[src/rtl/voice_allocator_if.sv]
// Note-event handshake plus per-voice envelope control bus between a note source and the voice allocator.
interface voice_allocator_if #(
  parameter int unsigned VOICES    = 4,
  parameter int unsigned NOTE_BITS = 7
);
  logic                          in_valid;
  logic                          in_ready;
  logic                          in_on;
  logic [NOTE_BITS-1:0]          in_note;
  logic [VOICES-1:0]             active;
  logic [VOICES-1:0]             gate;
  logic [VOICES*NOTE_BITS-1:0]   voice_note;
  logic                          steal;

  modport master (
    output in_valid, in_on, in_note, active,
    input  in_ready, gate, voice_note, steal
  );

  modport slave (
    input  in_valid, in_on, in_note, active,
    output in_ready, gate, voice_note, steal
  );
endinterface

[src/rtl/voice_allocator.sv]
// Polyphonic voice allocator: maps note-on/off events onto ADSR voices using
// retrigger, free-voice, oldest-released and LRU-steal priority.
module voice_allocator #(
  parameter int unsigned VOICES    = 4,
  parameter int unsigned NOTE_BITS = 7
) (
  input  logic             clk,
  input  logic             reset,
  voice_allocator_if.slave bus
);
  localparam int unsigned IW = (VOICES > 1) ? $clog2(VOICES) : 1;

  typedef enum logic {IDLE, GAP} state_t;

  state_t               state, state_nx;
  logic [VOICES-1:0]    gate, gate_nx;
  logic [NOTE_BITS-1:0] note    [VOICES];
  logic [NOTE_BITS-1:0] note_nx [VOICES];
  logic [IW-1:0]        rank    [VOICES];
  logic [IW-1:0]        rank_nx [VOICES];
  logic [IW-1:0]        pend, pend_nx;
  logic                 steal, steal_nx;

  logic                 a_found, b_found, c_found;
  logic [IW-1:0]        a_idx, b_idx, c_idx, c_rank, d_idx, sel;
  logic                 retrig, stolen;

  // Voice choice for a note-on; first matching rule wins
  always_comb begin
    a_found = 1'b0; a_idx = '0;
    b_found = 1'b0; b_idx = '0;
    c_found = 1'b0; c_idx = '0; c_rank = '0;
    d_idx   = '0;
    for (int i = 0; i < int'(VOICES); i++) begin
      if (!a_found && gate[i] && note[i] == bus.in_note) begin
        a_found = 1'b1; a_idx = IW'(i);
      end
      if (!b_found && !gate[i] && !bus.active[i]) begin
        b_found = 1'b1; b_idx = IW'(i);
      end
      if (!gate[i] && (!c_found || rank[i] > c_rank)) begin
        c_found = 1'b1; c_idx = IW'(i); c_rank = rank[i];
      end
      if (rank[i] == IW'(VOICES - 1)) d_idx = IW'(i);
    end
    if (a_found) begin
      sel = a_idx; retrig = 1'b1; stolen = 1'b0;
    end else if (b_found) begin
      sel = b_idx; retrig = 1'b0; stolen = 1'b0;
    end else if (c_found) begin
      sel = c_idx; retrig = 1'b0; stolen = 1'b0;
    end else begin
      sel = d_idx; retrig = 1'b1; stolen = 1'b1;
    end
  end

  // Next-state and next-output logic
  always_comb begin
    state_nx = state;
    gate_nx  = gate;
    note_nx  = note;
    rank_nx  = rank;
    pend_nx  = pend;
    steal_nx = 1'b0;
    case (state)
      IDLE: begin
        if (bus.in_valid) begin
          if (!bus.in_on) begin
            for (int i = 0; i < int'(VOICES); i++)
              if (gate[i] && note[i] == bus.in_note) gate_nx[i] = 1'b0;
          end else begin
            note_nx[sel] = bus.in_note;
            for (int j = 0; j < int'(VOICES); j++) begin
              if (IW'(j) == sel)          rank_nx[j] = '0;
              else if (rank[j] < rank[sel]) rank_nx[j] = rank[j] + IW'(1);
            end
            // Retrigger and steal drop the gate for one cycle so the ADSR sees a new rising edge
            if (retrig) begin
              gate_nx[sel] = 1'b0;
              pend_nx      = sel;
              state_nx     = GAP;
              steal_nx     = stolen;
            end else begin
              gate_nx[sel] = 1'b1;
            end
          end
        end
      end
      GAP: begin
        gate_nx[pend] = 1'b1;
        state_nx      = IDLE;
      end
      default: state_nx = IDLE;
    endcase
  end

  always_ff @(posedge clk or posedge reset) begin
    if (reset) begin
      state <= IDLE;
      gate  <= '0;
      pend  <= '0;
      steal <= 1'b0;
      for (int i = 0; i < int'(VOICES); i++) begin
        note[i] <= '0;
        rank[i] <= IW'(i);
      end
    end else begin
      state <= state_nx;
      gate  <= gate_nx;
      pend  <= pend_nx;
      steal <= steal_nx;
      note  <= note_nx;
      rank  <= rank_nx;
    end
  end

  assign bus.in_ready = (state == IDLE);
  assign bus.gate     = gate;
  assign bus.steal    = steal;

  for (genvar g = 0; g < int'(VOICES); g++) begin : g_pack
    assign bus.voice_note[g*NOTE_BITS +: NOTE_BITS] = note[g];
  end
endmodule

[src/flat_wrapper.sv]
// flat-port wrapper written by rule: the top's interface ports become plain ports
module voice_allocator_flat 
#(
  parameter int unsigned VOICES    = 4,
  parameter int unsigned NOTE_BITS = 7
)
  (clk, reset, bus_in_valid, bus_in_on, bus_in_note, bus_active, bus_in_ready, bus_gate, bus_voice_note, bus_steal);
  voice_allocator_if #(.VOICES(VOICES), .NOTE_BITS(NOTE_BITS)) bus_i ();
  input  logic clk;
  input  logic reset;
  input wire logic [$bits(bus_i.in_valid)-1:0] bus_in_valid;
  input wire logic [$bits(bus_i.in_on)-1:0] bus_in_on;
  input wire logic [$bits(bus_i.in_note)-1:0] bus_in_note;
  input wire logic [$bits(bus_i.active)-1:0] bus_active;
  output wire logic [$bits(bus_i.in_ready)-1:0] bus_in_ready;
  output wire logic [$bits(bus_i.gate)-1:0] bus_gate;
  output wire logic [$bits(bus_i.voice_note)-1:0] bus_voice_note;
  output wire logic [$bits(bus_i.steal)-1:0] bus_steal;
  assign bus_i.in_valid = bus_in_valid;
  assign bus_i.in_on = bus_in_on;
  assign bus_i.in_note = bus_in_note;
  assign bus_i.active = bus_active;
  assign bus_in_ready = bus_i.in_ready;
  assign bus_gate = bus_i.gate;
  assign bus_voice_note = bus_i.voice_note;
  assign bus_steal = bus_i.steal;
  voice_allocator #(.VOICES(VOICES), .NOTE_BITS(NOTE_BITS)) u_core (.clk(clk), .reset(reset), .bus(bus_i));
endmodule
[config.mk]
export PLATFORM = sky130hd
export DESIGN_NAME = voice_allocator_flat
export DESIGN_NICKNAME = d
export VERILOG_FILES = /design/src/rtl/voice_allocator_if.sv /design/src/rtl/voice_allocator.sv /design/src/flat_wrapper.sv
export SDC_FILE = /design/constraint.sdc
export NUM_CORES = 1
export LEC_CHECK = 0
export CAP_MARGIN = 10
export CORE_AREA = 4 4 80 82
export CTS_CLUSTER_SIZE = 25
export DETAILED_ROUTE_END_ITERATION = 10
export DIE_AREA = 0 0 84 86
export PLACE_DENSITY = 0.85
export REMOVE_ABC_BUFFERS = 1
export SLEW_MARGIN = 0
export SYNTH_ARGS = -nofsm -noshare
export SYNTH_HDL_FRONTEND = slang
export SYNTH_SLANG_ARGS = --single-unit
[constraint.sdc]
create_clock -name clk -period 7 [get_ports clk]
set_clock_uncertainty 0.2 [all_clocks]
set_input_delay 1.4 -clock clk [delete_from_list [all_inputs] [get_ports clk]]
set_output_delay 1.4 -clock clk [all_outputs]
set_load 0.03 [all_outputs]
==> run metrics <==
# DRC=0; Max-slew headroom=29.9%; run status=complete, no violations; total CTS buffers=5; Synth area leader=dfrtp_1; wire length per cell=18.8 um; Tot Pwr=2040 uW; postcts setup bufs=0; Detailed Route WL=7.80 mm; Area Overhead vs Synth=20.4%; Port Buf Inserts=48; cts hold-fix bufs=0; most frequent cells after synthesis=dfrtp_1 (40), mux2_2 (33), nor2_1 (20), xor2_1 (18); ANT cells=0; drt first pass iters=6; CP max-delay cell=a222oi_1; count of cell types in the netlist=63; Seq/Total Area, Yosys=36.7%; worst path required time=7.04 ns; initial drt markers=291; reg2reg start=u_core.bus.gate[0]; layout cell share with drive strength beyond 1=17.1%; GRT overflow=0; reg2reg path depth=20; gpl congestion=0.964; Syn Inst Count=298; clock latency on the worst-skew pair=approximately 0.3 ns; hold path cells=1; die area=7220 um^2; H-tree level count=2; max incr delay on CP=between 0.9 and 1 ns; most frequent cell after synthesis=dfrtp_1; clock tree root buffer cell=clkbuf_8; antenna-violating nets left=0; Pwr Density=562 nW/um^2; Hold Fails Final Rpt=0; CP Cell Sequence=nand2b_1 > ha_1 > nor2b_1 > o311ai_2 > mux2_2 > ha_1 > nor2b_1 > o21ai_0 > a21oi_1 > mux2_2 > ha_1 > nor2b_1 > o21ai_0 > a21oi_1 > o31ai_4 > o21ai_1 > a222oi_1 > nor3b_2 > o211a_1 > o221a_1; RSZ-0062 raised after global routing=no; via/cell ratio=6.19; flop2flop setup slack=0.52 ns; first-pass GRT wire length=12.8 mm; Fin Setup TNS=0 ns; Synthesis Warnings=0; leak pwr=0.00149 uW; Register Area=between 1000 and 1500 um^2; worst endpoint data arrival time=6.53 ns; die width=84 um; filler cell count=a little under 500; Die Y=86 um; detailed-route via count=2561; nets@finish=362; maximum fanout along the worst path=15; Peak Freq=0.154 GHz; Critical Setup Path Class=flip-flop to flip-flop; Main synth FF type=dfrtp_1; DP Wirelength=5.66 mm; Slew Limit Fails=0; setup violators final=0; GRT Resource Usage Total=22.1%; FP Rows=28; max_cap viols=0; VDD IR-drop max=0.319 mV; I/O pin cnt=49; Cell Area, Synth=3010 um^2; core area=5750 um^2; #FFs+latches synth=44; Worst Setup End Kind=flip-flop; DP Area=approximately 3500 um^2; initial core utilization=52.4%; Worst-Margin Slew=between 1 and 1.5 ns; PostCTS Resize Cnt=0; Multi-input gate area=approximately 1800 um^2; ranking of synthesized cells by area=dfrtp_1 (33%), mux2_2 (12%), xor2_1 (5.2%), ha_1 (3.7%), dfstp_2 (3.5%); EDFF count, synth=0; total clock sinks=44; Post-synth ARST share=100%; initial antenna violation count=0; Min-Delay Path Class=flip-flop to flip-flop; clock buffer depth=2; area share of the leading cell type in the synthesized netlist=approximately a third; largest net degree at the start of global routing=45; syn_area_per_cell=10.1 um^2; Final Cycle Share=92.6%; Final Critical Period=6.48 ns; CTS tree=built; Startpoint Class=flip-flop; Worst-path clk slew=0.09 ns; Final Instance Area=3630 um^2; vias in the first global route=2624; Worst Hold End=u_core.rank[4]; r2r endpoint=u_core.rank[6]; hold wc startpoint=u_core.rank[4]
## registers in the layout (all words and copies together) (netlist names)
register and cells:
u_core.rank 8, u_core.bus.steal 1, u_core.bus.voice_note 28, u_core.bus.gate 4, u_core.state 1, u_core.pend 2
## power breakdown
| part | total (uW) | leakage [uW] | switching [uW] | internal, uW |
|---|---|---|---|---|
| Sequential | 536 | 0.000534 | 159 | 377 |
| Combinational | 1290 | 0.000894 | 712 | 578 |
| Clock | 210 | 0.0000614 | 93.1 | 117 |
## per-stage QoR
stage	utilization, %	hold WS [ns]	instances	worst slack (ns)
3_5_place_dp	61.0	0.327	406	0.591
5_1_grt	63.1	0.352	414	0.0429
4_1_cts	63.1	0.341	414	0.564
3_3_place_gp	61.0	0.328	406	0.978
2_1_floorplan	-	0.306	282	1.20
6_report	63.1	0.340	414	0.517
## worst max path at each step
stage | start | endpoint | slack, ns | cells after the start
detailed placement | u_core.bus.gate[0] | u_core.rank[6] | 0.59 | 20
floorplan | u_core.bus.gate[0] | u_core.rank[6] | 1.20 | 20
global placement | u_core.bus.gate[0] | u_core.rank[6] | 0.98 | 20
global route | u_core.bus.gate[0] | u_core.rank[6] | 0.04 | 20
finish | u_core.bus.gate[0] | u_core.rank[6] | 0.52 | 20
CTS | u_core.bus.gate[0] | u_core.rank[6] | 0.56 | 20
## layer usage
| metal | GRT usage [%] | wire, um | vias up |
|---|---|---|---|
| met4 | 9.06 | 216 | 0 |
| met2 | 37.9 | 3750 | 142 |
| met3 | 4.71 | 643 | 29 |
| li1 | - | - | 1168 |
| met5 | 0 | 0 | - |
| met1 | 27.0 | 3200 | 1222 |
## area by class of cell
type | instances | share of cell area, %
Sequential cell | 44 | 30.5
Inverter | 13 | 1.35
Timing Repair Buffer | 49 | 13.5
Tap cell | 75 | 2.59
Clock buffer | 6 | 2.28
Clock inverter | 2 | 1.07
Multi-Input combinational cell | 225 | 48.8
## critical path: cells and delay by family, from the launching register on
| kind | cells | cell delay (ns) |
|---|---|---|
| compound gates | 10 | 2.92 |
| fa+ha+maj | 3 | 0.93 |
| flops | 1 | 0.56 |
| simple gates | 5 | 1.03 |
| mux | 2 | 0.77 |
## placed cells by master (no fill, tap or decap), drive strengths merged, types with 2 or more instances in the layout
cell           synthesis  final
o22ai                  4      4
nor4                   3      3
o21ai                 15     15
nand3                  3      3
nor2b                  6      6
inv                   13     13
xor2                  18     18
a211oi                 3      3
a21boi                 3      3
o21bai                 3      3
o32ai                  2      2
mux2                  33     33
dfstp                  4      4
a222oi                 2      2
mux2i                  3      3
and3                   2      2
a21oi                 16     16
a22oi                  3      3
o22a                   3      3
nand4                  7      7
nor3                   6      6
nor3b                  5      5
and4                   2      2
xnor2                 10     10
nand2b                 3      3
clkdlybuf4s50          0     48
nor2                  20     20
nand2                 16     16
ha                     9      9
clkbuf                 3      6
o31ai                  3      3
dfrtp                 40     40
## logic make-up after synthesis
group | synth area share, %
simple gates | 15.2
xor+xnor | 8.15
compound gates | 18.3
flops | 36.7
mux | 13.3
buf+inv | 4.53
fa+ha+maj | 3.74
(Power assumes the default switching activity.)
